===== config.mk =====
export PLATFORM = sky130hd
export DESIGN_NAME = occamy_cva6_hart_ctrl_flat
export DESIGN_NICKNAME = d
export VERILOG_FILES = /design/src/rtl/occamy_cva6_pkg.sv /design/src/rtl/occamy_cva6_hart_ctrl_if.sv /design/src/rtl/occamy_cva6_hart_seq.sv /design/src/rtl/occamy_cva6_hart_ctrl.sv /design/src/flat_wrapper.sv
export SDC_FILE = /design/constraint.sdc
export NUM_CORES = 1
export LEC_CHECK = 0
export BUFFER_PORTS_ARGS = -buffer_cell sky130_fd_sc_hd__buf_4
export CAP_MARGIN = 20
export CELL_PAD_IN_SITES_DETAIL_PLACEMENT = 1
export CELL_PAD_IN_SITES_GLOBAL_PLACEMENT = 2
export CORE_AREA = 2 2 231 233
export DETAILED_ROUTE_END_ITERATION = 16
export DIE_AREA = 0 0 233 235
export HOLD_SLACK_MARGIN = 0.12
export PLACE_DENSITY = 0.76
export SLEW_MARGIN = 10
export SYNTH_ARGS = -nofsm -noshare
export SYNTH_HDL_FRONTEND = slang
export SYNTH_SLANG_ARGS = --single-unit

===== constraint.sdc =====
create_clock -name clk_i -period 2.5 [get_ports clk_i]
set_clock_uncertainty 0.15 [all_clocks]
set_input_delay 0 -clock clk_i [delete_from_list [all_inputs] [get_ports clk_i]]
set_output_delay 0 -clock clk_i [all_outputs]
set_load 0.03 [all_outputs]

===== src/rtl/occamy_cva6_pkg.sv =====
// Shared definitions for the CVA6 hart control block: register map regions,
// CTRL register layout, per-hart reset sequencer states and the default boot address.
package occamy_cva6_pkg;

    // Register map regions are selected by reg_addr[11:9]; hart index is reg_addr[8:3].
    localparam logic [2:0] RegionBoot  = 3'd0;
    localparam logic [2:0] RegionCtrl  = 3'd1;
    localparam logic [2:0] RegionMtime = 3'd2;
    localparam logic [2:0] RegionCmp   = 3'd3;

    localparam logic [63:0] BootAddrDefault = 64'h1_0000;

    // CTRL register: bit2 dbg, bit1 ipi, bit0 run.
    typedef struct packed {
        logic dbg;
        logic ipi;
        logic run;
    } hart_ctrl_t;

    typedef enum logic [1:0] {
        HartHeld,
        HartWait,
        HartRun
    } hart_state_e;

endpackage


===== src/rtl/occamy_cva6_hart_ctrl_if.sv =====
// Configuration register bus between the SoC and the hart control block.
interface occamy_cva6_hart_ctrl_if;

    logic        reg_valid;
    logic        reg_ready;
    logic        reg_write;
    logic [11:0] reg_addr;
    logic [63:0] reg_wdata;
    logic        reg_rsp_valid;
    logic        reg_rsp_ready;
    logic [63:0] reg_rdata;
    logic        reg_error;

    modport master (
        output reg_valid, reg_write, reg_addr, reg_wdata, reg_rsp_ready,
        input  reg_ready, reg_rsp_valid, reg_rdata, reg_error
    );

    modport slave (
        input  reg_valid, reg_write, reg_addr, reg_wdata, reg_rsp_ready,
        output reg_ready, reg_rsp_valid, reg_rdata, reg_error
    );

endinterface


===== src/rtl/occamy_cva6_hart_seq.sv =====
// Per-hart reset release sequencer: holds the core in reset until run is set,
// counts the hold time, then releases it with the boot address captured at release start.
module occamy_cva6_hart_seq
    import occamy_cva6_pkg::*;
#(
    parameter int unsigned ResetHoldCycles = 16,
    parameter logic [63:0] BootAddrReset   = BootAddrDefault
) (
    input  logic        clk_i,
    input  logic        rst_ni,
    input  logic        run_i,
    input  logic        ipi_i,
    input  logic        dbg_i,
    input  logic [63:0] boot_addr_i,
    output logic        core_rst_no,
    output logic [63:0] boot_addr_o,
    output logic        ipi_o,
    output logic        debug_req_o
);

    localparam int unsigned CntW = (ResetHoldCycles > 1) ? $clog2(ResetHoldCycles) : 1;

    hart_state_e state_q, state_d;
    logic [CntW-1:0] cnt_q, cnt_d;
    logic [63:0] boot_q, boot_d;

    // run_i is the value CTRL.run takes at this edge, so a clearing write
    // drops the hart to HELD on the same edge it lands.
    always_comb begin
        state_d = state_q;
        cnt_d   = cnt_q;
        boot_d  = boot_q;
        case (state_q)
            HartHeld: begin
                if (run_i) begin
                    state_d = HartWait;
                    cnt_d   = '0;
                    boot_d  = boot_addr_i;
                end
            end
            HartWait: begin
                if (!run_i) begin
                    state_d = HartHeld;
                end else if (cnt_q == CntW'(ResetHoldCycles - 1)) begin
                    state_d = HartRun;
                end else begin
                    cnt_d = cnt_q + 1'b1;
                end
            end
            HartRun: begin
                if (!run_i) state_d = HartHeld;
            end
            default: state_d = HartHeld;
        endcase
    end

    always_ff @(posedge clk_i or negedge rst_ni) begin
        if (!rst_ni) begin
            state_q <= HartHeld;
            cnt_q   <= '0;
            boot_q  <= BootAddrReset;
        end else begin
            state_q <= state_d;
            cnt_q   <= cnt_d;
            boot_q  <= boot_d;
        end
    end

    assign core_rst_no = (state_q == HartRun);
    assign boot_addr_o = boot_q;
    assign ipi_o       = ipi_i & (state_q != HartHeld);
    assign debug_req_o = dbg_i & (state_q != HartHeld);

endmodule


===== src/rtl/occamy_cva6_hart_ctrl.sv =====
// Per-hart control for a group of CVA6 cores: config registers, reset sequencing,
// mtime/mtimecmp timer, IPI/debug requests and external IRQ synchronisation.
module occamy_cva6_hart_ctrl
    import occamy_cva6_pkg::*;
#(
    parameter int unsigned NrHarts         = 1,
    parameter int unsigned HartIdBase      = 0,
    parameter logic [63:0] BootAddrReset   = BootAddrDefault,
    parameter bit          AutoBootHart0   = 1'b1,
    parameter int unsigned ResetHoldCycles = 16,
    parameter int unsigned TimePrescale    = 1,
    parameter int unsigned SyncStages      = 2
) (
    input  logic                   clk_i,
    input  logic                   rst_ni,
    occamy_cva6_hart_ctrl_if.slave reg_bus,
    input  logic [NrHarts*2-1:0]   ext_irq_i,
    output logic [NrHarts-1:0]     core_rst_no,
    output logic [NrHarts*64-1:0]  boot_addr_o,
    output logic [NrHarts*64-1:0]  hart_id_o,
    output logic [NrHarts*2-1:0]   irq_o,
    output logic [NrHarts-1:0]     ipi_o,
    output logic [NrHarts-1:0]     time_irq_o,
    output logic [NrHarts-1:0]     debug_req_o
);

    localparam int unsigned PreW = (TimePrescale > 1) ? $clog2(TimePrescale) : 1;

    hart_ctrl_t  ctrl_q [NrHarts];
    hart_ctrl_t  ctrl_d [NrHarts];
    logic [63:0] boot_q [NrHarts];
    logic [63:0] boot_d [NrHarts];
    logic [63:0] cmp_q  [NrHarts];
    logic [63:0] cmp_d  [NrHarts];
    logic [63:0] mtime_q, mtime_d;
    logic [PreW-1:0] presc_q, presc_d;
    logic [NrHarts-1:0] tirq_q, tirq_d;
    logic [NrHarts*2-1:0] sync_q [SyncStages];
    logic [NrHarts*2-1:0] sync_d [SyncStages];
    logic        rsp_valid_q, rsp_valid_d;
    logic [63:0] rdata_q, rdata_d;
    logic        error_q, error_d;

    logic [2:0]  region;
    logic [5:0]  idx;
    logic        idx_ok, hit, accept, wr_en, tick;
    logic [63:0] rd;

    assign region  = reg_bus.reg_addr[11:9];
    assign idx     = reg_bus.reg_addr[8:3];
    assign idx_ok  = 32'(idx) < NrHarts;
    assign accept  = reg_bus.reg_valid & reg_bus.reg_ready;
    assign wr_en   = accept & reg_bus.reg_write & hit;

    always_comb begin
        hit = 1'b0;
        case (region)
            RegionBoot, RegionCtrl, RegionCmp: hit = idx_ok;
            RegionMtime:                       hit = (idx == '0);
            default:                           hit = 1'b0;
        endcase
        if (reg_bus.reg_addr[2:0] != 3'b000) hit = 1'b0;
    end

    always_comb begin
        ctrl_d      = ctrl_q;
        boot_d      = boot_q;
        cmp_d       = cmp_q;
        rsp_valid_d = rsp_valid_q;
        rdata_d     = rdata_q;
        error_d     = error_q;
        rd          = '0;
        tick        = (presc_q == PreW'(TimePrescale - 1));
        presc_d     = tick ? '0 : presc_q + 1'b1;
        mtime_d     = mtime_q + {63'b0, tick};

        // A write to MTIME overrides the tick increment but leaves the prescaler running.
        if (region == RegionMtime) begin
            rd = mtime_q;
            if (wr_en) mtime_d = reg_bus.reg_wdata;
        end
        for (int unsigned h = 0; h < NrHarts; h++) begin
            if (32'(idx) == h) begin
                case (region)
                    RegionBoot: begin
                        rd = boot_q[h];
                        if (wr_en) boot_d[h] = reg_bus.reg_wdata;
                    end
                    RegionCtrl: begin
                        rd = {61'b0, ctrl_q[h]};
                        if (wr_en) ctrl_d[h] = hart_ctrl_t'(reg_bus.reg_wdata[2:0]);
                    end
                    RegionCmp: begin
                        rd = cmp_q[h];
                        if (wr_en) cmp_d[h] = reg_bus.reg_wdata;
                    end
                    default: ;
                endcase
            end
        end

        if (accept) begin
            rsp_valid_d = 1'b1;
            error_d     = !hit;
            rdata_d     = (hit && !reg_bus.reg_write) ? rd : '0;
        end else if (reg_bus.reg_rsp_ready) begin
            rsp_valid_d = 1'b0;
        end

        for (int unsigned h = 0; h < NrHarts; h++) begin
            tirq_d[h] = (mtime_q >= cmp_q[h]);
        end

        sync_d[0] = ext_irq_i;
        for (int unsigned s = 1; s < SyncStages; s++) begin
            sync_d[s] = sync_q[s-1];
        end
    end

    always_ff @(posedge clk_i or negedge rst_ni) begin
        if (!rst_ni) begin
            for (int unsigned h = 0; h < NrHarts; h++) begin
                ctrl_q[h]     <= '0;
                ctrl_q[h].run <= (h == 0) && AutoBootHart0;
                boot_q[h]     <= BootAddrReset;
                cmp_q[h]      <= '1;
            end
            for (int unsigned s = 0; s < SyncStages; s++) begin
                sync_q[s] <= '0;
            end
            mtime_q     <= '0;
            presc_q     <= '0;
            tirq_q      <= '0;
            rsp_valid_q <= 1'b0;
            rdata_q     <= '0;
            error_q     <= 1'b0;
        end else begin
            ctrl_q      <= ctrl_d;
            boot_q      <= boot_d;
            cmp_q       <= cmp_d;
            sync_q      <= sync_d;
            mtime_q     <= mtime_d;
            presc_q     <= presc_d;
            tirq_q      <= tirq_d;
            rsp_valid_q <= rsp_valid_d;
            rdata_q     <= rdata_d;
            error_q     <= error_d;
        end
    end

    assign reg_bus.reg_ready     = !rsp_valid_q || reg_bus.reg_rsp_ready;
    assign reg_bus.reg_rsp_valid = rsp_valid_q;
    assign reg_bus.reg_rdata     = rdata_q;
    assign reg_bus.reg_error     = error_q;
    assign irq_o                 = sync_q[SyncStages-1];
    assign time_irq_o            = tirq_q;

    for (genvar h = 0; h < NrHarts; h++) begin : g_hart
        assign hart_id_o[h*64 +: 64] = 64'(HartIdBase + h);

        occamy_cva6_hart_seq #(
            .ResetHoldCycles (ResetHoldCycles),
            .BootAddrReset   (BootAddrReset)
        ) i_seq (
            .clk_i       (clk_i),
            .rst_ni      (rst_ni),
            .run_i       (ctrl_d[h].run),
            .ipi_i       (ctrl_q[h].ipi),
            .dbg_i       (ctrl_q[h].dbg),
            .boot_addr_i (boot_q[h]),
            .core_rst_no (core_rst_no[h]),
            .boot_addr_o (boot_addr_o[h*64 +: 64]),
            .ipi_o       (ipi_o[h]),
            .debug_req_o (debug_req_o[h])
        );
    end

endmodule


===== src/flat_wrapper.sv =====
// flat-port wrapper written by rule: the top's interface ports become plain ports
module occamy_cva6_hart_ctrl_flat import occamy_cva6_pkg::*;
#(
    parameter int unsigned NrHarts         = 1,
    parameter int unsigned HartIdBase      = 0,
    parameter logic [63:0] BootAddrReset   = BootAddrDefault,
    parameter bit          AutoBootHart0   = 1'b1,
    parameter int unsigned ResetHoldCycles = 16,
    parameter int unsigned TimePrescale    = 1,
    parameter int unsigned SyncStages      = 2
)
  (clk_i, rst_ni, ext_irq_i, core_rst_no, boot_addr_o, hart_id_o, irq_o, ipi_o, time_irq_o, debug_req_o, reg_bus_reg_valid, reg_bus_reg_write, reg_bus_reg_addr, reg_bus_reg_wdata, reg_bus_reg_rsp_ready, reg_bus_reg_ready, reg_bus_reg_rsp_valid, reg_bus_reg_rdata, reg_bus_reg_error);
  occamy_cva6_hart_ctrl_if reg_bus_i ();
  input  logic clk_i;
  input  logic rst_ni;
  input  logic [NrHarts*2-1:0] ext_irq_i;
  output logic [NrHarts-1:0] core_rst_no;
  output logic [NrHarts*64-1:0] boot_addr_o;
  output logic [NrHarts*64-1:0] hart_id_o;
  output logic [NrHarts*2-1:0] irq_o;
  output logic [NrHarts-1:0] ipi_o;
  output logic [NrHarts-1:0] time_irq_o;
  output logic [NrHarts-1:0] debug_req_o;
  input wire logic [$bits(reg_bus_i.reg_valid)-1:0] reg_bus_reg_valid;
  input wire logic [$bits(reg_bus_i.reg_write)-1:0] reg_bus_reg_write;
  input wire logic [$bits(reg_bus_i.reg_addr)-1:0] reg_bus_reg_addr;
  input wire logic [$bits(reg_bus_i.reg_wdata)-1:0] reg_bus_reg_wdata;
  input wire logic [$bits(reg_bus_i.reg_rsp_ready)-1:0] reg_bus_reg_rsp_ready;
  output wire logic [$bits(reg_bus_i.reg_ready)-1:0] reg_bus_reg_ready;
  output wire logic [$bits(reg_bus_i.reg_rsp_valid)-1:0] reg_bus_reg_rsp_valid;
  output wire logic [$bits(reg_bus_i.reg_rdata)-1:0] reg_bus_reg_rdata;
  output wire logic [$bits(reg_bus_i.reg_error)-1:0] reg_bus_reg_error;
  assign reg_bus_i.reg_valid = reg_bus_reg_valid;
  assign reg_bus_i.reg_write = reg_bus_reg_write;
  assign reg_bus_i.reg_addr = reg_bus_reg_addr;
  assign reg_bus_i.reg_wdata = reg_bus_reg_wdata;
  assign reg_bus_i.reg_rsp_ready = reg_bus_reg_rsp_ready;
  assign reg_bus_reg_ready = reg_bus_i.reg_ready;
  assign reg_bus_reg_rsp_valid = reg_bus_i.reg_rsp_valid;
  assign reg_bus_reg_rdata = reg_bus_i.reg_rdata;
  assign reg_bus_reg_error = reg_bus_i.reg_error;
  occamy_cva6_hart_ctrl #(.NrHarts(NrHarts), .HartIdBase(HartIdBase), .BootAddrReset(BootAddrReset), .AutoBootHart0(AutoBootHart0), .ResetHoldCycles(ResetHoldCycles), .TimePrescale(TimePrescale), .SyncStages(SyncStages)) u_core (.clk_i(clk_i), .rst_ni(rst_ni), .reg_bus(reg_bus_i), .ext_irq_i(ext_irq_i), .core_rst_no(core_rst_no), .boot_addr_o(boot_addr_o), .hart_id_o(hart_id_o), .irq_o(irq_o), .ipi_o(ipi_o), .time_irq_o(time_irq_o), .debug_req_o(debug_req_o));
endmodule

; Yosys cells after proc, flatten, opt, wreduce, memory -nomap -nowiden
; Cells that the tools add are included.
[classes]
div = 0
eq_ne = 11
bitwise_logic = 6
shifts = 0
addsub = 3
mux = 23
order_cmp = 2
reduce_logical = 19
multipliers = 0
[ops]
columns = operator, count
row1 = $mux W64, 5
row2 = $pmux W64 S3, 1
row3 = $add A64 B1 Y64, 1
row4 = $ge A64 B64 Y1, 1
row5 = $mux W4, 3
row6 = $reduce_and A3 Y1, 4
row7 = $mux W2, 4
row8 = $pmux W4 S2, 1
row9 = $mux W1, 7
row10 = $eq A3 B2 Y1 const B, 2
row11 = $logic_not A6 Y1, 1
row12 = $lt A6 B1 Y1 const B, 1
row13 = $pmux W2 S3, 1
row14 = $reduce_bool A2 Y1, 3
row15 = $and A1 B1 Y1, 5
row16 = $add A4 B1 Y4 const B, 1
row17 = $eq A4 B4 Y1 const B, 1
row18 = $ne A2 B1 Y1 const B, 2
row19 = $ne A2 B2 Y1 const B, 2
row20 = $reduce_and A4 Y1, 1
row21 = $eq A3 B1 Y1 const B, 1
row22 = $logic_not A1 Y1, 3
row23 = $logic_not A3 Y1, 1
row24 = $ne A3 B3 Y1 const B, 1
row25 = other kinds (11), 11
[word_totals]
in_bits = 83
ram_bits = 0
ff_bits = 337
elab_cells = 80
n_memories = 0
latchBits = 0
rom_bits = 0

; Logic depth before layout (Yosys ltp)
; Gate-level depths: netlist (run 1).
[depth]
word_depth = 10
ltp_mapped = 9

; Modules after synthesis
; Synthesis (run 1) repeated with hierarchy kept, for this count alone.
[unflattened]
hier_cells = 1611
hier_area_um2 = 16853.7
[modules_own_cells]
columns = mod, instances, cells_per_inst, area_per_inst_um2
row1 = occamy_cva6_hart_ctrl, 1, 1443, 14146.1
row2 = occamy_cva6_hart_seq, 1, 168, 2707.6

; Worst setup path after synthesis (run 1)
; OpenSTA, ideal clock, no wires.
[synth_path]
path_type = register to register
from = reg u_core.rsp_valid_q, in the netlist u_core.reg_bus.reg_rsp_valid
to = reg u_core.g_hart[0].i_seq.boot_q[55]
period_less_slack_ns = 2.721
path_stages_with_launch = 9
t_arrival_ns = 2.443
setup_time_ns = 0.128
slack_ns = -0.221
path_cell_list = dfrtp_1 -> nand2b_1 -> and3_1 -> nand4_4 -> mux2i_1 -> or3_2 -> buf_12 -> buf_8 -> mux2_1
[synth_between]
elab_chain_cells = 9
[synth_rtl]
columns = item, line_no
row1 = from (decl), occamy_cva6_hart_ctrl.sv:40  ; logic rsp_valid_q, rsp_valid_d;
row2 = from (signal assigned), occamy_cva6_hart_ctrl.sv:145  ; rsp_valid_q <= rsp_valid_d;
row3 = $logic_not A1 Y1, occamy_cva6_hart_ctrl.sv:151  ; assign reg_bus.reg_ready = !rsp_valid_q || reg_bus.reg_rsp_ready;
row4 = $logic_or A1 B1 Y1, occamy_cva6_hart_ctrl.sv:151
row5 = net reg_bus_reg_ready, flat_wrapper.sv:29  ; output wire logic [$bits(reg_bus_i.reg_ready)-1:0] reg_bus_reg_ready;
row6 = $and A1 B1 Y1, occamy_cva6_hart_ctrl.sv:52  ; assign accept = reg_bus.reg_valid & reg_bus.reg_ready;
row7 = $and A1 B1 Y1 (2 in series), occamy_cva6_hart_ctrl.sv:53  ; assign wr_en = accept & reg_bus.reg_write & hit;
row8 = $mux W1, occamy_cva6_hart_ctrl.sv:91  ; if (wr_en) ctrl_d[h] = hart_ctrl_t'(reg_bus.reg_wdata[2:0]);
row9 = $mux W1, occamy_cva6_hart_ctrl.sv:84  ; case (region)
row10 = $mux W1, occamy_cva6_hart_ctrl.sv:83  ; if (32'(idx) == h) begin
row11 = $reduce_and A2 Y1 (no source line), n/a
row12 = to (signal assigned), occamy_cva6_hart_seq.sv:61  ; boot_q <= BootAddrReset;
row13 = to (signal assigned), occamy_cva6_hart_seq.sv:65  ; boot_q <= boot_d;
row14 = to (decl), occamy_cva6_hart_seq.sv:25  ; logic [63:0] boot_q, boot_d;
; The timed path passes the listed nets, and every way through them passes these cells.
; A chain may end at the register's enable or synchronous reset.

; Final worst setup path (run 1)
[layout_path]
from = reg u_core.cmp_q[11] (netlist bit)
to = reg u_core.tirq_q, in the netlist u_core.time_irq_o
[layout_between]
elab_chain_cells = 1
[layout_rtl]
columns = item, line_no
row1 = from (decl), occamy_cva6_hart_ctrl.sv:33  ; logic [63:0] cmp_q [NrHarts];
row2 = from (signal assigned), occamy_cva6_hart_ctrl.sv:140  ; cmp_q <= cmp_d;
row3 = $ge A64 B64 Y1, occamy_cva6_hart_ctrl.sv:111  ; tirq_d[h] = (mtime_q >= cmp_q[h]);
row4 = net u_core.tirq_d, occamy_cva6_hart_ctrl.sv:37  ; logic [NrHarts-1:0] tirq_q, tirq_d;
row5 = to (signal assigned), occamy_cva6_hart_ctrl.sv:144  ; tirq_q <= tirq_d;
row6 = to (decl), occamy_cva6_hart_ctrl.sv:37
; The timed path passes the listed nets, and every way through them passes these cells.

==> flow_summary_export.csv, run 1 <==
group,metric,value,unit
outcome,outcome,"finished with violations",
outcome,violations,"negative setup slack",
sta,fin_tns_setup,-0.00485,ns
global_routing,antenna_found_initial,2,
logic_synthesis,synth.distinct_cells,58,
global_routing,gr-total-overflow,0,
logic_synthesis,synthAdderAreaFrac,4.82,%
drt,vias_per_cell,5.06,
logic_synthesis,synth_edf_count,0,
setup_path,cp-start-kind,"register",
setup_path,critical_path_arrival,2.86,ns
final_layout,area_growth,36.5,%
logic_synthesis,synth_top_family_by_area,"multiplexers",
setup_path,r2r_slack,-0.005,ns
placed_design,dp_hpwl,38.0,mm
floorplanning,core_area,52200,um2
drt,wl,56.4,mm
worst_hold_path,hold_end,"u_core.boot_q[26]",
drt,post_drt_wl_per_cell,20.9,um
logic_synthesis,synthArstFlopShare,100,%
drt,vias,13700,
cts,cts_inserted_buffers,41,
logic_synthesis,synthesis.area,17100,um2
sta,setup_viol,1,
final_layout,filler_cell_count,5634,
pwr,p_per_area,570,nW/um2
floorplanning,initial_core_util,32.8,%
worst_hold_path,worstHoldPathType,"input port to register",
placed_design,place_area,19900,um2
logic_synthesis,synth-compound-area-share,12.0,%
sta,clock.fmax,399,MHz
placed_design,dp_slack,-0.245,ns
cts,cts_buffer_depth,3,
final_layout,num_antenna_cells,0,
setup_path,r2r-start,"u_core.cmp_q[11]",
logic_synthesis,synthSimpleGateAreaFrac,9.87,%
floorplanning,pin_count,284,
cts,htree_levels,2,
final_layout,final_nets,2129,
placed_design,place.gp.congestion,0.817,
sta,drv_slew,0,
setup_path,critPathMaxFanout,3,
floorplanning,num_rows,84,
final_layout,design_area,23400,um2
floorplanning,die_y,235,um
sta,fin_hold_ws,0.140,ns
setup_path,r2r-end,"u_core.time_irq_o",
sta,period_minus_slack,2.50,ns
logic_synthesis,ys_warn_count,0,
setup_path,required,2.85,ns
floorplanning,die-area,54800,um2
sta,worst_slack,-0.00485,ns
logic_synthesis,synthXorXnorAreaFrac,3.17,%
run,drv_cap,0,
logic_synthesis,ys.flop_type,"dfrtp_1",
worst_hold_path,worstHoldStart,"reg_bus_reg_wdata[26]",
logic_synthesis,synth_seq_cells,336,
final_layout,seqCellArea,8490,um2
cts,clk_latency,0.57,ns
pwr,power_leakage,0.0107,uW
cts,cts_tree,"yes",
placed_design,port_buffers,219,
cts,cts_root_buf,"clkbuf_16",
sta,min_period_over_period,100,%
global_routing,grt_first_pass_wirelength,88.5,mm
final_layout,multiInputGateArea,7990,um2
logic_synthesis,synth_mux_area_share,13.7,%
drt,drc,0,
global_routing,grt_max_degree,66,
sta,grt_setup_unrepaired,"true",
global_routing,grt_usage,20.7,%
cts,path_clk_slew,0.06,ns
worst_hold_path,min_path_cells,3,
setup_path,crit_path_start,"u_core.cmp_q[11]",
pwr,irDropWorstVdd,0.365,mV
logic_synthesis,yosysSeqAreaShare,49.6,%
drt,dr.pass1.iters,5,
logic_synthesis,synthCells,1541,
setup_path,critPathCaptureType,"register",
final_layout,drive_above_1_share,34.2,%
global_routing,grt_pass1_vias,15200,
logic_synthesis,syn_avg_cell_area,11.1,um2
setup_path,crit_type,"register to register",
cts,cts.sinks,336,
drt,drt_iter0_drc,593,
setup_path,rr_worst_depth,8,
floorplanning,die_w,233,um
drt,ant_nets,0,
final_layout,utilization,44.8,%
sta,final-hold-violation-count,0,
cell usage in the layout (no fill, tap or decap), drive strengths merged, types with 7 or more instances in the layout:
master       count
o21ai          125
nand2          165
dfrtp          269
and3            11
nor2            23
ha              66
xnor2           50
dlygate4sd3    156
clkbuf          61
nand3           36
dfstp           67
nor3            21
nor2b            7
o22ai            8
mux2           194
or3              7
a21oi           26
a22o            66
nor4            29
nand4           25
bufinv           8
inv             76
conb            64
buf            316
a22oi           61
xor2            12
clkinv           7
Yosys cell counts (2+ instances only):
library cell | count | area share, %
dfrtp_1 | 269 | 39
a21oi_1 | 26 | 0.76
mux2i_1 | 5 | 0.29
o21a_1 | 3 | 0.13
nor3b_1 | 2 | 0.088
nand4_1 | 24 | 0.88
dfstp_2 | 67 | 10
buf_12 | 4 | 0.47
or4_1 | 2 | 0.088
nand2b_1 | 4 | 0.15
a22o_1 | 66 | 3.4
and4_1 | 6 | 0.31
o21ai_1 | 3 | 0.088
o211ai_1 | 2 | 0.088
inv_1 | 76 | 1.7
xnor2_1 | 50 | 2.6
o21ai_0 | 122 | 3.6
nor3_1 | 21 | 0.61
nor4_1 | 27 | 0.99
ha_1 | 66 | 4.8
nand2_1 | 165 | 3.6
a22oi_1 | 61 | 2.7
mux2_2 | 156 | 10
buf_2 | 28 | 0.82
nor2b_1 | 7 | 0.26
o31ai_1 | 3 | 0.13
o22ai_1 | 8 | 0.29
or3_1 | 6 | 0.22
nor2_1 | 23 | 0.50
mux2_4 | 30 | 2.6
buf_4 | 66 | 2.9
and2_1 | 4 | 0.15
nand3_1 | 36 | 1.1
a221oi_1 | 3 | 0.15
clkbuf_1 | 43 | 0.94
and3_1 | 11 | 0.40
xor2_1 | 12 | 0.61
mux2_1 | 8 | 0.53
a21o_1 | 6 | 0.26
a21boi_1 | 2 | 0.088
layout make-up:
class,count,area share (%)
sequential,336,36.3
clock inverter,15,1.23
tap,688,3.68
inverter,76,1.22
timing repair buffer,476,18.2
clock buffer,60,5.17
multi-input combinational,1049,34.2
worst max-delay path by stage:
stage	to	slack, ns
4_1_cts	u_core.time_irq_o	0.0006
5_1_grt	u_core.time_irq_o	-0.05
3_5_place_dp	u_core.time_irq_o	-0.25
2_1_floorplan	u_core.g_hart[0].i_seq.boot_addr_o[55]	0.006
6_report	u_core.time_irq_o	-0.005
3_3_place_gp	u_core.time_irq_o	-0.22
layer usage:
layer | GRT usage (%) | part of all wire (%) | vias to the layer above
li1 | - | - | 6281
met1 | 26.9 | 45 | 7041
met2 | 35.1 | 49 | 270
met3 | 4.13 | 4.5 | 71
met4 | 4.79 | 1.8 | 4
met5 | 0 | 0.048 | -
cells by family (layout without fill, tap and decap cells):
| group | after synthesis | after routing |
|---|---|---|
| AND/OR/NAND/NOR | 346 | 346 |
| XOR/XNOR | 62 | 62 |
| buffers and inverters | 219 | 627 |
| flip-flops | 336 | 336 |
| adder cells (fa/ha/maj) | 66 | 66 |
| other | 1 | 64 |
| multiplexers | 199 | 199 |
| AO/OA/AOI/OAI | 312 | 312 |
power breakdown:
group	internal, uW	switching (uW)
logic	477	690
clock network	4180	2420
registers	5490	65.7
total	10100	3170
stage by stage:
| step | power [uW] | instances |
|---|---|---|
| 2_1_floorplan | 6100 | 1604 |
| 3_3_place_gp | 6520 | 2458 |
| 3_5_place_dp | 6540 | 2458 |
| 4_1_cts | 13500 | 2693 |
| 5_1_grt | 13800 | 2700 |
| 6_report | 13300 | 2700 |
worst max-delay path, stage by stage (launching register included):
cell     delay (ns)
dfstp_2        0.54
inv_1          0.06
ha_4           0.29
nand4_1        0.11
or4_1          0.53
or3_4          0.35
a31oi_4        0.18
o31a_1         0.14
a311o_1        0.10
sequential cells by signal, summed over array words and instances, names as in the netlist:
| signal | cells |
|---|---|
| u_core.ctrl_q | 3 |
| u_core.reg_bus.reg_rdata | 64 |
| u_core.cmp_q | 64 |
| u_core.g_hart.i_seq.state_q | 2 |
| u_core.g_hart.i_seq.boot_addr_o | 64 |
| u_core.reg_bus.reg_rsp_valid | 1 |
| u_core.irq_o | 2 |
| u_core.mtime_q | 64 |
| u_core.boot_q | 64 |
| u_core.time_irq_o | 1 |
| u_core.g_hart.i_seq.cnt_q | 4 |
| u_core.reg_bus.reg_error | 1 |
| u_core.sync_d | 2 |
timing repair:
action	in CTS	in global routing
resized for setup	17	32
endpoints found under the hold margin	604	4
buffers inserted	1	6
setup endpoints to repair	1	28
hold buffers	159	2
pin swaps	8	11
gates cloned	0	1
Note: power is estimated with default switching activity, not from simulation.
==> inputs of run 2 (changes only) <==
--- a/config.mk
+++ b/config.mk
@@ -13,6 +13,7 @@
 export DETAILED_ROUTE_END_ITERATION = 16
 export DIE_AREA = 0 0 233 235
 export HOLD_SLACK_MARGIN = 0.12
+export MAX_ROUTING_LAYER = met4
 export PLACE_DENSITY = 0.76
 export SLEW_MARGIN = 10
 export SYNTH_ARGS = -nofsm -noshare
==> run 2 against run 1 <==
Setup slack improved by 0.00066 ns; combinational power about the same; global-route usage is 0.64 points higher; worst hold slack got worse by 0.00064 ns; sequential share of layout area about the same; design area is essentially flat; via count rose by 0.19%; clock-buffer cell count unchanged; routed wire length grew 0.12%; critical path type unchanged; non-clock buffer count did not move; sequential power about the same; largest cell class unchanged; the flow still finishes with violations (negative setup slack); cell count up 0.15%.
==> flow_summary_export.csv, run 2 (synthesis results as in run 1) <==
group,metric,value,unit
drt,drc,0,
drt,dr.pass1.iters,5,
cts,cts.sinks,336,
cts,cts_tree,"yes",
drt,ant_nets,0,
pwr,p_per_area,569,nW/um2
global_routing,grt_pass1_vias,15200,
cts,path_clk_slew,0.06,ns
sta,grt_setup_unrepaired,"true",
final_layout,drive_above_1_share,34.2,%
cts,clk_latency,0.57,ns
setup_path,crit_type,"register to register",
floorplanning,num_rows,84,
final_layout,layout_common_cells,"buf_4, dfrtp_1, nand2_1",
placed_design,dp_hpwl,38.0,mm
floorplanning,pin_count,284,
sta,min_period_over_period,100,%
outcome,outcome,"finished with violations",
sta,final-hold-violation-count,0,
global_routing,gr-total-overflow,0,
setup_path,cp-start-kind,"register",
global_routing,grt_max_degree,66,
sta,period_minus_slack,2.50,ns
setup_path,required,2.85,ns
global_routing,grt_usage,21.3,%
final_layout,area_growth,36.5,%
drt,vias,13700,
floorplanning,die_y,235,um
placed_design,place.gp.congestion,0.831,
drt,post_drt_wl_per_cell,20.9,um
cts,cts_inserted_buffers,41,
final_layout,final_nets,2129,
drt,vias_per_cell,5.06,
setup_path,critPathMaxFanout,3,
global_routing,grt_first_pass_wirelength,88.5,mm
placed_design,port_buffers,219,
global_routing,grt_use_met1,27.0,%
global_routing,busiest_layer,"met2",
run,drv_cap,0,
floorplanning,die-area,54800,um2
setup_path,critical_path_arrival,2.86,ns
sta,worst_slack,-0.00419,ns
setup_path,critPathCaptureType,"register",
sta,setup_viol,1,
worst_hold_path,min_path_cells,3,
global_routing,use_met2,35.1,%
outcome,violations,"negative setup slack",
setup_path,rr_worst_depth,8,
placed_design,place_area,19900,um2
worst_hold_path,worstHoldPathType,"input port to register",
cts,cts_buffer_depth,3,
floorplanning,initial_core_util,32.8,%
global_routing,antenna_found_initial,3,
final_layout,utilization,44.8,%
final_layout,final_common_cell,"buf_4",
setup_path,r2r_slack,-0.004,ns
final_layout,design_area,23400,um2
global_routing,globalRouteMet3Util,4.05,%
pwr,power_leakage,0.0107,uW
pwr,irDropWorstVdd,0.367,mV
pwr,p_total,13300,uW
floorplanning,core_area,52200,um2
cts,htree_levels,2,
placed_design,dp_cells,2458,
sta,drv_slew,0,
cts,cts_root_buf,"clkbuf_16",
final_layout,instances_no_fill,2704,
sta,clock.fmax,399,MHz
drt,wl,56.5,mm
drt,drt_iter0_drc,614,
floorplanning,die_w,233,um
run 2: changes by cell type in the layout (fill, tap and decap cells not counted):
cell	previous run	this run
diode_2	0	4
run 2: what timing repair did:
| action | CTS | global route |
|---|---|---|
| cloned | 0 | 1 |
| endpoints found under the hold margin | 604 | 4 |
| pin swaps | 8 | 11 |
| gates resized for setup | 17 | 32 |
| setup endpoints to repair | 1 | 28 |
| buffers inserted | 1 | 6 |
| hold buffers | 159 | 2 |
run 2: worst paths after layout:
path | start | end
max in group asynchronous | rst_ni | u_core.cmp_q[52]
hold reg to reg | u_core.sync_d[1] | u_core.irq_o[1]
setup / recovery | u_core.cmp_q[9] | u_core.time_irq_o
setup reg to reg | u_core.cmp_q[9] | u_core.time_irq_o
hold / removal | reg_bus_reg_wdata[26] | u_core.boot_q[26]
min in group asynchronous | rst_ni | u_core.cmp_q[34]
run 2: final cells by class:
class | instances | area (um2)
clock buffers | 60 | 1210
inverters | 76 | 285
fillers | 5636 | 28800
diodes | 4 | 10.0
flip-flops and latches | 336 | 8490
multi-input cells | 1049 | 7990
repair buffers | 476 | 4260
well taps | 688 | 861
clock inverters | 15 | 287
run 2: layer usage:
layer | share of wire (%) | up-vias
met2 | 49 | 271
met4 | 1.8 | 0
met1 | 45 | 7073
li1 | - | 6282
met3 | 4.4 | 67
met5 | 0 | -
run 2: power by group:
part / internal, uW / switching, uW / total, uW
logic: 477 / 687 / 1160
clock network: 4180 / 2420 / 6600
registers: 5490 / 65.7 / 5560
run 2: worst max-delay path, stage by stage, from the launching register on:
cell     delay [ns]
dfstp_2        0.55
inv_2          0.05
ha_4           0.27
nand4_1        0.13
or4_1          0.53
or3_4          0.35
a31oi_4        0.18
o31a_1         0.14
a311o_1        0.10
run 2: through the flow:
stage               hold slack (ns)  TNS (ns)  setup WS [ns]
global route                  0.151   -0.0602        -0.0439
CTS                           0.123         0       0.000624
finish                        0.139  -0.00419       -0.00419
detailed placement           -0.140    -0.245         -0.245
global placement             -0.145    -0.217         -0.217
floorplan                    -0.446         0        0.00575
==> inputs of run 3 (changes only) <==
--- a/config.mk
+++ b/config.mk
@@ -5,17 +5,19 @@
 export SDC_FILE = /design/constraint.sdc
 export NUM_CORES = 1
 export LEC_CHECK = 0
-export BUFFER_PORTS_ARGS = -buffer_cell sky130_fd_sc_hd__buf_4
 export CAP_MARGIN = 20
 export CELL_PAD_IN_SITES_DETAIL_PLACEMENT = 1
 export CELL_PAD_IN_SITES_GLOBAL_PLACEMENT = 2
-export CORE_AREA = 2 2 231 233
+export CORE_AREA = 2 2 223 225
 export DETAILED_ROUTE_END_ITERATION = 16
-export DIE_AREA = 0 0 233 235
+export DIE_AREA = 0 0 225 227
+export DONT_BUFFER_PORTS = 1
+export GPL_ROUTABILITY_DRIVEN = 1
 export HOLD_SLACK_MARGIN = 0.12
 export MAX_ROUTING_LAYER = met4
-export PLACE_DENSITY = 0.76
+export PLACE_DENSITY = 0.73
 export SLEW_MARGIN = 10
 export SYNTH_ARGS = -nofsm -noshare
 export SYNTH_HDL_FRONTEND = slang
+export SYNTH_HIERARCHICAL = 1
 export SYNTH_SLANG_ARGS = --single-unit
==> run 3 against run 2 <==
Largest power group unchanged; non-clock buffer count down 56; total power shrank 9.0%; clock-buffer cell count increased by 4; flip-flop and latch count did not move; sequential power about the same; the flow finishes with violations (negative hold slack, negative setup slack).
==> flow_summary_export.csv, run 3 <==
group,metric,value,unit
outcome,outcome,"finished with violations",
outcome,violations,"negative hold slack, negative setup slack",
floorplanning,pin_count,284,
setup_path,r2r_slack,-0.11,ns
logic_synthesis,synth_area_leader_cell,"dfrtp_1",
logic_synthesis,ys_warn_count,6,
worst_hold_path,worstHoldPathType,"input port to asynchronous set/reset pin",
setup_path,critPathMaxFanout,8,
logic_synthesis,synthArstFlopShare,100,%
placed_design,place.gp.congestion,0.800,
logic_synthesis,ys.flop_type,"dfrtp_1",
run,drv_cap,0,
global_routing,gr-total-overflow,0,
sta,max_slew_margin,27.0,%
floorplanning,die-area,51100,um2
setup_path,critPathSlowestCell,"dfrtp_2",
cts,htree_levels,2,
drt,drt_iter0_drc,870,
sta,fin_hold_ws,-0.996,ns
sta,grt_setup_unrepaired,"true",
logic_synthesis,synthesis.area,16900,um2
setup_path,critical_path_arrival,2.92,ns
floorplanning,core_area,48500,um2
pwr,p_per_area,527,nW/um2
cts,cts_tree,"yes",
logic_synthesis,synth_most_common_cell,"dfrtp_1",
floorplanning,die_w,225,um
drt,vias_per_cell,5.32,
sta,period_minus_slack,2.61,ns
cts,cts_root_buf,"clkbuf_16",
global_routing,antenna_found_initial,2,
drt,vias,14000,
final_layout,drive_above_1_share,20.1,%
final_layout,area_growth,36.5,%
logic_synthesis,synth_edf_count,0,
sta,min_period_over_period,105,%
final_layout,final_nets,2131,
cts,cts_inserted_buffers,40,
setup_path,crit_type,"register to register",
drt,dr.pass1.iters,5,
sta,worst_slack,-0.115,ns
setup_path,r2r-start,"u_core/reg_bus.reg_rsp_valid",
global_routing,grt_max_degree,337,
logic_synthesis,synth_seq_cells,336,
drt,drc,0,
sta,drv_slew,0,
floorplanning,initial_core_util,34.7,%
sta,tightest_slew,1.09,ns
cts,clk_latency,0.56,ns
drt,ant_nets,0,
setup_path,critPathCaptureType,"register",
placed_design,dp_hpwl,34.7,mm
logic_synthesis,synth.distinct_cells,56,
logic_synthesis,synth_area_leaders,"dfrtp_1, dfstp_2, mux2_2",
logic_synthesis,yosysSeqAreaShare,50.4,%
cts,cts.sinks,336,
pwr,irDropWorstVdd,0.372,mV
final_layout,layout_common_cells,"dlygate4sd3_1, dfrtp_1, nand2_1",
placed_design,dp_slack,-0.0909,ns
final_layout,final_common_cell,"dlygate4sd3_1",
setup_path,rr_worst_depth,10,
sta,final-hold-violation-count,340,
logic_synthesis,syn_avg_cell_area,10.5,um2
floorplanning,die_y,227,um
setup_path,slowest_delay,0.42,ns
global_routing,grt_pass1_vias,14600,
drt,post_drt_wl_per_cell,23.1,um
sta,setup_viol,66,
setup_path,cp-start-kind,"register",
logic_synthesis,synth_top_cell_area_share,39.9,%
pwr,power_leakage,0.0107,uW
final_layout,num_antenna_cells,0,
global_routing,grt_first_pass_wirelength,86.7,mm
setup_path,r2r-end,"u_core/g_hart[0].i_seq/boot_addr_o[46]",
drt,wl,60.9,mm
setup_path,crit_chain,"nand2b_4 > nand3_4 > nor2_4 > nand2_2 > nor4b_4 > mux2_4 > or3b_4 > buf_6 > buf_12 > mux2_2",
floorplanning,num_rows,81,
logic_synthesis,synth_common_cells,"dfrtp_1, nand2_1, o21ai_0",
cts,path_clk_slew,0.06,ns
final_layout,utilization,47.4,%
global_routing,grt_usage,22.6,%
sta,clock.fmax,382,MHz
cts,cts_buffer_depth,3,
setup_path,required,2.80,ns
logic_synthesis,synthCells,1611,
placed_design,port_buffers,0,
==> run 3: cell types whose count changed after synthesis, sizes merged, moves of 11 or more <==
cell	change
nand2	+55
nand3	-11
o21ai	+55
clkbuf	+25
xnor2	-12
buf	-13
mux2	-58
==> run 3: cells by family after synthesis <==
kind of cell | after synthesis | synth area share [%]
multiplexers | 139 | 9.38
AND/OR/NAND/NOR | 389 | 11.0
other | 1 | 0.0223
adder cells (fa/ha/maj) | 66 | 4.90
XOR/XNOR | 53 | 2.75
AO/OA/AOI/OAI | 390 | 14.6
flip-flops | 336 | 50.4
buffers and inverters | 237 | 6.94
==> run 3: power breakdown <==
group	switching [uW]	internal (uW)	total (uW)
Combinational	393	261	655
Clock	2370	3520	5890
Sequential	80.6	5500	5580
==> run 3: how the worst max path moves through the flow <==
stage	depth (start not counted)	startpoint	endpoint	slack [ns]
floorplan	12	u_core/reg_bus.reg_rsp_valid	u_core/g_hart[0].i_seq/boot_addr_o[37]	-0.30
global placement	9	reg_bus_reg_addr[5]	u_core/g_hart[0].i_seq/boot_addr_o[30]	-0.04
detailed placement	9	reg_bus_reg_addr[5]	u_core/g_hart[0].i_seq/boot_addr_o[47]	-0.09
CTS	10	u_core/reg_bus.reg_rsp_valid	u_core/g_hart[0].i_seq/boot_addr_o[30]	-0.06
global route	10	u_core/reg_bus.reg_rsp_valid	u_core/g_hart[0].i_seq/boot_addr_o[13]	-0.19
finish	10	u_core/reg_bus.reg_rsp_valid	u_core/g_hart[0].i_seq/boot_addr_o[46]	-0.11
==> run 3: repair_timing <==
action,in CTS,in global routing
setup endpoints to repair,60,160
hold endpoints to repair,604,468
resized for setup,5,55
buffers inserted,6,15
hold buffers,274,39
gates cloned,3,10
pin swaps,0,4
==> run 3: critical path: cells and delay by family, from the launching register on <==
kind          cells  cell delay, ns
buf+inv           2            0.32
simple gates      6            0.89
mux               2            0.68
flops             1            0.42
==> run 3: area by class of cell <==
cell class | count | area (um2)
Clock buffer | 64 | 1210
Clock inverter | 9 | 110
Fill cell | 5250 | 25500
Inverter | 82 | 308
Multi-Input combinational cell | 1102 | 7630
Sequential cell | 336 | 8490
Tap cell | 622 | 778
Timing Repair Buffer | 420 | 4480
==> run 3: metrics by stage <==
stage / cells / TNS (ns) / cell area (um2) / total power [uW] / hold WS (ns)
floorplan: 1674 / -14.62 / 17100 / 6050 / -0.446
global placement: 2219 / -1.73 / 17900 / 6090 / -0.436
detailed placement: 2219 / -3.58 / 17900 / 6100 / -0.435
CTS: 2575 / -2.05 / 22100 / 12200 / -1.03
global route: 2635 / -11.55 / 23000 / 12500 / -1.02
finish: 2635 / -4.85 / 23000 / 12100 / -0.996
==> run 3: per-layer routing <==
metal	wire length (um)	track usage, %
met1	26900	29.0
met2	30000	36.8
met3	2790	3.91
met4	1310	6.41
met5	0	-
